[config.mk]
export PLATFORM = sky130hd
export DESIGN_NAME = braille_cell_player
export DESIGN_NICKNAME = d
export VERILOG_FILES = /design/src/rtl/braille_pkg.sv /design/src/rtl/braille_cell_player_fifo.sv /design/src/rtl/braille_cell_player.sv
export SDC_FILE = /design/constraint.sdc
export NUM_CORES = 1
export LEC_CHECK = 0
export CORE_ASPECT_RATIO = 1.1
export CORE_MARGIN = 1.5
export CORE_UTILIZATION = 30
export CTS_CLUSTER_SIZE = 14
export DETAILED_ROUTE_END_ITERATION = 8
export HOLD_SLACK_MARGIN = 0.05
export PLACE_DENSITY = 0.47
export SLEW_MARGIN = 15
export SYNTH_ARGS = -nofsm -noshare
export SYNTH_HDL_FRONTEND = slang
export SYNTH_SLANG_ARGS = --single-unit
[constraint.sdc]
create_clock -name clk -period 6.9 [get_ports clk]
set_input_delay 1.38 -clock clk [delete_from_list [all_inputs] [get_ports clk]]
set_output_delay 1.38 -clock clk [all_outputs]
set_load 0.01 [all_outputs]
[src/rtl/braille_pkg.sv]
// Shared letter-code constants, Braille dot-pattern encoder, seven-seg glyph table and
// cell-player FSM state encoding.
package braille_pkg;

    localparam int unsigned LETTER_W = 5;
    localparam logic [LETTER_W-1:0] LETTER_MAX = 5'd25;

    localparam logic [5:0] DOT3 = 6'b000100;
    localparam logic [5:0] DOT6 = 6'b100000;

    typedef enum logic [1:0] {
        StIdle,
        StShow,
        StGap
    } state_t;

    // Dots 1..6 map to bits 0..5; later decades reuse the a..j pattern plus dot3 (and dot6).
    function automatic logic [5:0] dot_pattern(input logic [LETTER_W-1:0] code);
        logic [3:0] base;
        logic [5:0] extra;
        logic [5:0] pat;
        base  = 4'd0;
        extra = 6'b000000;
        pat   = 6'b000000;
        if (code < 5'd10) begin
            base = code[3:0];
        end else if (code < 5'd20) begin
            base  = 4'(code - 5'd10);
            extra = DOT3;
        end else if (code < 5'd22) begin
            base  = 4'(code - 5'd20);
            extra = DOT3 | DOT6;
        end else if (code > 5'd22) begin
            base  = 4'(code - 5'd21);
            extra = DOT3 | DOT6;
        end
        case (base)
            4'd0:    pat = 6'b000001;
            4'd1:    pat = 6'b000011;
            4'd2:    pat = 6'b001001;
            4'd3:    pat = 6'b011001;
            4'd4:    pat = 6'b010001;
            4'd5:    pat = 6'b001011;
            4'd6:    pat = 6'b011011;
            4'd7:    pat = 6'b010011;
            4'd8:    pat = 6'b001010;
            4'd9:    pat = 6'b011010;
            default: pat = 6'b000000;
        endcase
        if (code == 5'd22) begin
            return 6'b111010;
        end
        return pat | extra;
    endfunction

    // Active-low {g,f,e,d,c,b,a} glyphs shared with the alphabet displays.
    function automatic logic [6:0] seg_glyph(input logic [LETTER_W-1:0] code);
        logic [6:0] g;
        case (code)
            5'd0:    g = 7'h08;
            5'd1:    g = 7'h03;
            5'd2:    g = 7'h46;
            5'd3:    g = 7'h21;
            5'd4:    g = 7'h06;
            5'd5:    g = 7'h0E;
            5'd6:    g = 7'h42;
            5'd7:    g = 7'h09;
            5'd8:    g = 7'h79;
            5'd9:    g = 7'h61;
            5'd10:   g = 7'h0A;
            5'd11:   g = 7'h47;
            5'd12:   g = 7'h6A;
            5'd13:   g = 7'h2B;
            5'd14:   g = 7'h40;
            5'd15:   g = 7'h0C;
            5'd16:   g = 7'h18;
            5'd17:   g = 7'h2F;
            5'd18:   g = 7'h12;
            5'd19:   g = 7'h07;
            5'd20:   g = 7'h41;
            5'd21:   g = 7'h63;
            5'd22:   g = 7'h55;
            5'd23:   g = 7'h36;
            5'd24:   g = 7'h11;
            5'd25:   g = 7'h24;
            default: g = 7'h7F;
        endcase
        return g;
    endfunction

endpackage

[src/rtl/braille_cell_player_fifo.sv]
// Letter-code FIFO for the Braille cell player; extra pointer MSB distinguishes full from empty.
module braille_fifo
    import braille_pkg::*;
#(
    parameter int unsigned DEPTH = 8
) (
    input  logic                clk,
    input  logic                rst,
    input  logic                flush,
    input  logic                push,
    input  logic                pop,
    input  logic [LETTER_W-1:0] wdata,
    output logic [LETTER_W-1:0] rdata,
    output logic                full,
    output logic                empty
);

    localparam int unsigned AW = $clog2(DEPTH);

    logic [AW:0]         wptr_q;
    logic [AW:0]         rptr_q;
    logic [LETTER_W-1:0] mem_q [DEPTH];
    logic                do_push;
    logic                do_pop;

    assign empty   = (wptr_q == rptr_q);
    assign full    = (wptr_q[AW] != rptr_q[AW]) && (wptr_q[AW-1:0] == rptr_q[AW-1:0]);
    assign do_push = push && !full;
    assign do_pop  = pop && !empty;
    assign rdata   = mem_q[rptr_q[AW-1:0]];

    always_ff @(posedge clk) begin
        if (rst || flush) begin
            wptr_q <= '0;
            rptr_q <= '0;
        end else begin
            if (do_push) begin
                wptr_q <= wptr_q + {{AW{1'b0}}, 1'b1};
            end
            if (do_pop) begin
                rptr_q <= rptr_q + {{AW{1'b0}}, 1'b1};
            end
        end
    end

    always_ff @(posedge clk) begin
        if (do_push) begin
            mem_q[wptr_q[AW-1:0]] <= wdata;
        end
    end

endmodule

[src/rtl/braille_cell_player.sv]
// Buffers letter codes and plays each as a timed 6-dot Braille cell followed by a blank gap.
// Define BRAILLE_SEG_ECHO_EN to echo the playing letter on seg_letter.
module braille_cell_player
    import braille_pkg::*;
#(
    parameter int unsigned DEPTH      = 8,
    parameter int unsigned SHOW_TICKS = 2,
    parameter int unsigned GAP_TICKS  = 1
) (
    input  logic                clk,
    input  logic                rst,
    input  logic                tick,
    input  logic                load,
    input  logic [LETTER_W-1:0] letter,
    input  logic                clear,
    output logic [5:0]          dots,
    output logic                busy,
    output logic                full,
    output logic                err,
    output logic [6:0]          seg_letter
);

    localparam int unsigned MAX_TICKS = (SHOW_TICKS > GAP_TICKS) ? SHOW_TICKS : GAP_TICKS;
    localparam int unsigned CW        = $clog2(MAX_TICKS + 1);
    localparam logic [CW-1:0] SHOW_LAST = CW'(SHOW_TICKS - 1);
    localparam logic [CW-1:0] GAP_LAST  = CW'(GAP_TICKS - 1);

    state_t              state;
    logic [CW-1:0]       tick_cnt;
    logic                empty;
    logic                push;
    logic                pop;
    logic [LETTER_W-1:0] head;

    // full is the registered occupancy, so a push while full loses even against a same-cycle pop.
    assign push = load && !clear && !full && (letter <= LETTER_MAX);
    assign pop  = (state == StIdle) && !empty && !clear;
    assign busy = (state != StIdle) || !empty;

    braille_fifo #(
        .DEPTH (DEPTH)
    ) u_fifo (
        .clk   (clk),
        .rst   (rst),
        .flush (clear),
        .push  (push),
        .pop   (pop),
        .wdata (letter),
        .rdata (head),
        .full  (full),
        .empty (empty)
    );

    always_ff @(posedge clk) begin
        if (rst) begin
            state    <= StIdle;
            tick_cnt <= '0;
            dots     <= 6'b000000;
            err      <= 1'b0;
        end else begin
            err <= load && !clear && ((letter > LETTER_MAX) || full);
            if (clear) begin
                state    <= StIdle;
                tick_cnt <= '0;
                dots     <= 6'b000000;
            end else begin
                case (state)
                    StIdle: begin
                        if (!empty) begin
                            state    <= StShow;
                            tick_cnt <= '0;
                            dots     <= dot_pattern(head);
                        end
                    end
                    StShow: begin
                        if (tick) begin
                            if (tick_cnt == SHOW_LAST) begin
                                state    <= StGap;
                                tick_cnt <= '0;
                                dots     <= 6'b000000;
                            end else begin
                                tick_cnt <= tick_cnt + CW'(1);
                            end
                        end
                    end
                    StGap: begin
                        if (tick) begin
                            if (tick_cnt == GAP_LAST) begin
                                state    <= StIdle;
                                tick_cnt <= '0;
                            end else begin
                                tick_cnt <= tick_cnt + CW'(1);
                            end
                        end
                    end
                    default: begin
                        state    <= StIdle;
                        tick_cnt <= '0;
                        dots     <= 6'b000000;
                    end
                endcase
            end
        end
    end

`ifdef BRAILLE_SEG_ECHO_EN
    always_ff @(posedge clk) begin
        if (rst || clear) begin
            seg_letter <= 7'h7F;
        end else if (pop) begin
            seg_letter <= seg_glyph(head);
        end else if ((state == StShow) && tick && (tick_cnt == SHOW_LAST)) begin
            seg_letter <= 7'h7F;
        end
    end
`else
    assign seg_letter = 7'h7F;
`endif

endmodule

# == After elaboration in Yosys (flattened, before gate mapping) ==
# Memories as Yosys holds them, arrays and structs flattened. A register that Yosys moved wholly into a read port is not among the register bits.
# Index checks and enable logic that the tools add are counted.
# totals
reg_bits,19
ramBits,40
mem_bits_ro,64
inputBits,10
mem_count,2
# memory_table
memory,depth,width,rd,rd_ports_with_merged_regs,write_ports,line_no,rtl
(name not given),16,4,1,0,0,braille_pkg.sv:37,case (base)
u_fifo.mem_q,8,5,1,1,1,braille_cell_player_fifo.sv:22,logic [LETTER_W-1:0] mem_q [DEPTH];
# classes
addsub,6
n_lt_le_gt_ge,6
n_eq_ne,12
mux,47
bitwise_logic,2
n_reduce_logical,22
# op_table
cell,n
6-bit two-way mux,17
4-bit two-way mux,8
2-bit two-way mux,10
6-bit case mux with 3 select lines,1
2-bit case mux with 3 select lines,2
5-bit greater-than comparator (second input constant),2
5-bit < comparator (second input constant),2
2-bit != test (second input constant),5
1-bit logical AND,9
4-bit by 1-bit adder with 4-bit output (second input constant),2
4-bit by 3-bit subtractor with 4-bit output (second input constant),2
1-bit two-way mux,7
3-bit two-way mux,2
6-bit OR,1
5-bit == test (second input constant),1
5-bit <= comparator (second input constant),1
5-bit by 4-bit < comparator with 1-bit output (second input constant),1
5-bit AND reduction,1
2-bit by 1-bit == test with 1-bit output (second input constant),2
4-bit == test,1
2-bit logical NOT,2
4-bit AND reduction,1
4-bit subtractor (second input constant),1
3-bit == test,1
9 further kinds,13

# == Depth between registers and ports, before layout ==
# An unclocked memory read counts as a cell.
# depth
ltp_word,18
ltp_mapped,12
mapped_depth_nobuf,11

# == By module ==
# From an unflattened synthesis, not the netlist that was laid out.
# unflattened
hier_cells,279
hier_area_um2,3353.2
# modules_own_cells
module,n_inst,cells_per_inst,area_each_um2,seq_area_each_um2
braille_fifo,1,145,2299.7,1421.4
braille_cell_player,1,134,1053.5,220.2

# == Worst setup path before layout ==
# No wires, ideal clock.
# synth_path
kind,in2reg
start,input port letter[1]
end,"memory u_fifo.mem_q[4][0], enable pin"
arrival_time_ns,2.686
t_required_ns,6.526
setup_slack_ns,3.841
cell_stages,6
path_buffers,1
cell_sequence,or2_1 > a31oi_1 > and3b_1 > clkbuf_1 > nand2_1 > nor3_1
# synth_between
elab_chain_len,5
# synth_lines
item,line_no,rtl
start: declaration,braille_cell_player.sv:14,"input logic [LETTER_W-1:0] letter,"
5-bit <= comparator,braille_cell_player.sv:36,assign push = load && !clear && !full && (letter <= LETTER_MAX);
1-bit logical AND,braille_cell_player.sv:36,
1-bit logical AND,braille_cell_player_fifo.sv:28,assign do_push = push && !full;
1-bit two-way mux,braille_cell_player_fifo.sv:47,if (do_push) begin
1-bit two-way mux (implied by the code),braille_cell_player_fifo.sv:48,mem_q[wptr_q[AW-1:0]] <= wdata;
end: declaration,braille_cell_player_fifo.sv:22,
# Every way passes these cells.

# == Worst setup path in the final report ==
# layout_path
start,input port letter[2]
end,"memory u_fifo.mem_q[4][4], enable pin"
# Same word-level chain as after synthesis.

==> results.ini <==
[layout]
final_cell_mix=edfxtp_1 (40), nor2_1 (25), dfxtp_1 (22)
fillers=954
syn_to_final_growth_pct=15.13
multiInputGateArea_um2=1319
fin_util_pct=35.83
drive_gt1_share_pct=19.48
ff_latch_area_um2=1642
layoutNonFillerInstCount=387
final_common_cell=edfxtp_1
antennaDiodeCount=0
final_nets=284

[detailed_routing]
drtAntennaViolNets=0
routed_via_density=4.840
vias=1873
post-route-drc-count=0
firstDrtPassIters=4
drt_iter0_markers=67
wl_per_cell_um=15.28
wl_um=5915

[die]
die_w_um=99.81
pin_count=26
start_util_pct=31.13
core.rowCount=38
die_h_um=109.5
die-area_um2=10930
core_um2=9937

[clock_tree]
clkTransAtPathRegs_ps=70
postCtsSetupBuffers=0
clk_path_buf_depth=2
ctsResizeCount=0
cts_tree=yes
cts.sinks=62
cts_hold_buf=0
cts_root_buffer=clkbuf_8
insertion_delay_ps=340
cts_made_buffers=9
htreeDepth=3

[logic_synthesis]
yosys_warnings=0
synth.avg_cell_area_um2=12.78
synth_area_leaders=edfxtp_1 (39%), dfxtp_1 (14%), mux4_2 (7.3%), ha_1 (4.9%), nor2_1 (3.0%)
yosys.area.top_type=edfxtp_1
yosys.area.top_type_share_pct=38.83
synth_async_sr_flop_share_pct=0
synth_top_flop_cell=edfxtp_1
yosys_register_bits=62
synth_area_um2=3093
seq_area_frac_synth_pct=53.07
synth_cell_types=53
synthCells=242
synth-edff-count=40

[timing]
post-route-period-util_pct=52.20
slew_headroom_pct=50.40
finalClockSkew_ps=9.256
fmax_mhz=277.6
worst_slew_pin_slew_ps=738.3
tns_ps=0
min_period_ps=3602
hold_violations=0
setup_viol=0
finalMaxSlewViolations=0
rsz0062_at_grt=false
finalWorstSetupSlack_ps=3298

[place]
portBuffers=18
pre_cts_slack_ps=2923
placed_cells=371
dp_hpwl_um=4355
gp_congestion=0.7417

[critical_path]
crit_required_ps=6870
worst_setup_path_start_kind=input pin
cp_max_fo=9
critical_path_class=in -> reg
cp-end-kind=flop
worstPathArrival_ps=3570

[grt]
grt_max_degree=18
track_usage_pct=11.94
grt_pass1_vias=1863
grt_first_pass_wirelength_um=9777
grt_overflow_total=0
antenna_found_initial=0

[power]
power_uw=839.6
ir_drop_mv=0.1283
p_leak_nw=1.178
p_per_area_nw_per_um2=235.8

[run]
max-cap-violations=0

[worst_hold_path]
hp-class=reg -> reg

[outcome]
outcome=finished, final reports clean

metrics by stage:
step                      area, um2  hold WS (ps)
final                          3561         463.7
after floorplan                3115         453.0
after global placement         3338         456.4
after CTS                      3561         469.4
after global routing           3561         491.0
after detailed placement       3338         458.5
cell type report:
class	count	share of cell area [%]
well taps	120	4.216
repair buffers	18	5.060
clock buffers	9	3.479
inverters	12	1.335
multi-input cells	159	37.03
clock inverters	7	2.776
flip-flops and latches	62	46.10
cells in the mapped netlist, drive strengths merged (2+ instances only):
| cell type | number |
|---|---|
| nor2 | 26 |
| mux2 | 4 |
| o31ai | 3 |
| o21ai | 7 |
| xnor2 | 7 |
| nand4 | 4 |
| nor4 | 4 |
| edfxtp | 40 |
| nand2b | 5 |
| or2 | 3 |
| nor3 | 6 |
| nand3 | 4 |
| clkbuf | 5 |
| dfxtp | 22 |
| a21oi | 11 |
| nand2 | 12 |
| a31oi | 3 |
| mux2i | 11 |
| or3b | 2 |
| ha | 12 |
| a211oi | 2 |
| mux4 | 10 |
| xor2 | 3 |
| buf | 10 |
| inv | 12 |
cells by family (layout without fill, tap and decap cells):
group | Yosys count | after routing | synth area share [%]
other | 1 | 7 | 0.1212
muxes | 25 | 25 | 14.28
adders and majority gates | 12 | 12 | 4.854
buffers and inverters | 27 | 46 | 5.016
and+or+nand+nor | 70 | 70 | 11.81
DFF | 62 | 62 | 53.07
xor gates and xnor gates | 10 | 10 | 2.832
AOI/OAI and AO/OA | 35 | 35 | 8.009
power breakdown:
group | leakage [nW] | switching [mW] | internal (mW)
clock network | 0.109 | 0.155 | 0.204
logic | 0.531 | 0.0444 | 0.0352
registers | 0.538 | 0.00318 | 0.398
state kept, by name, indices dropped and copies added (netlist names), named ones only:
name	flops
dots	6
err	1
state	2
tick_cnt	2
u_fifo.mem_q	40
u_fifo.rptr_q	4
u_fifo.wptr_q	4
routing by layer:
metal | routed length, um | share of wire [%] | global-route usage, % | vias up
met5 | 0 | 0 | 0 | -
met4 | 93 | 1.6 | 4.527 | 0
met3 | 233 | 3.9 | 3.051 | 8
met2 | 2781 | 47 | 19.14 | 42
met1 | 2807 | 47 | 15.57 | 907
li1 | - | - | - | 916
worst paths after layout:
path	startpoint	to	slack (ps)	cells after the start
worst min register to register	dots[4]	dots[4]	460	2
worst min-delay path	dots[4]	dots[4]	460	2
worst max-delay path	letter[2]	u_fifo.mem_q[4][4]	3300	6
worst max register to register	flop	dots[1]	3420	11
worst max-delay path: stages:
cell	delay (ps)
clkdlybuf4s50_1	580
or2_1	300
a31oi_1	220
and3b_1	310
nand2_1	180
nor3_1	600
No activity file was read; power rests on OpenSTA's default activity.
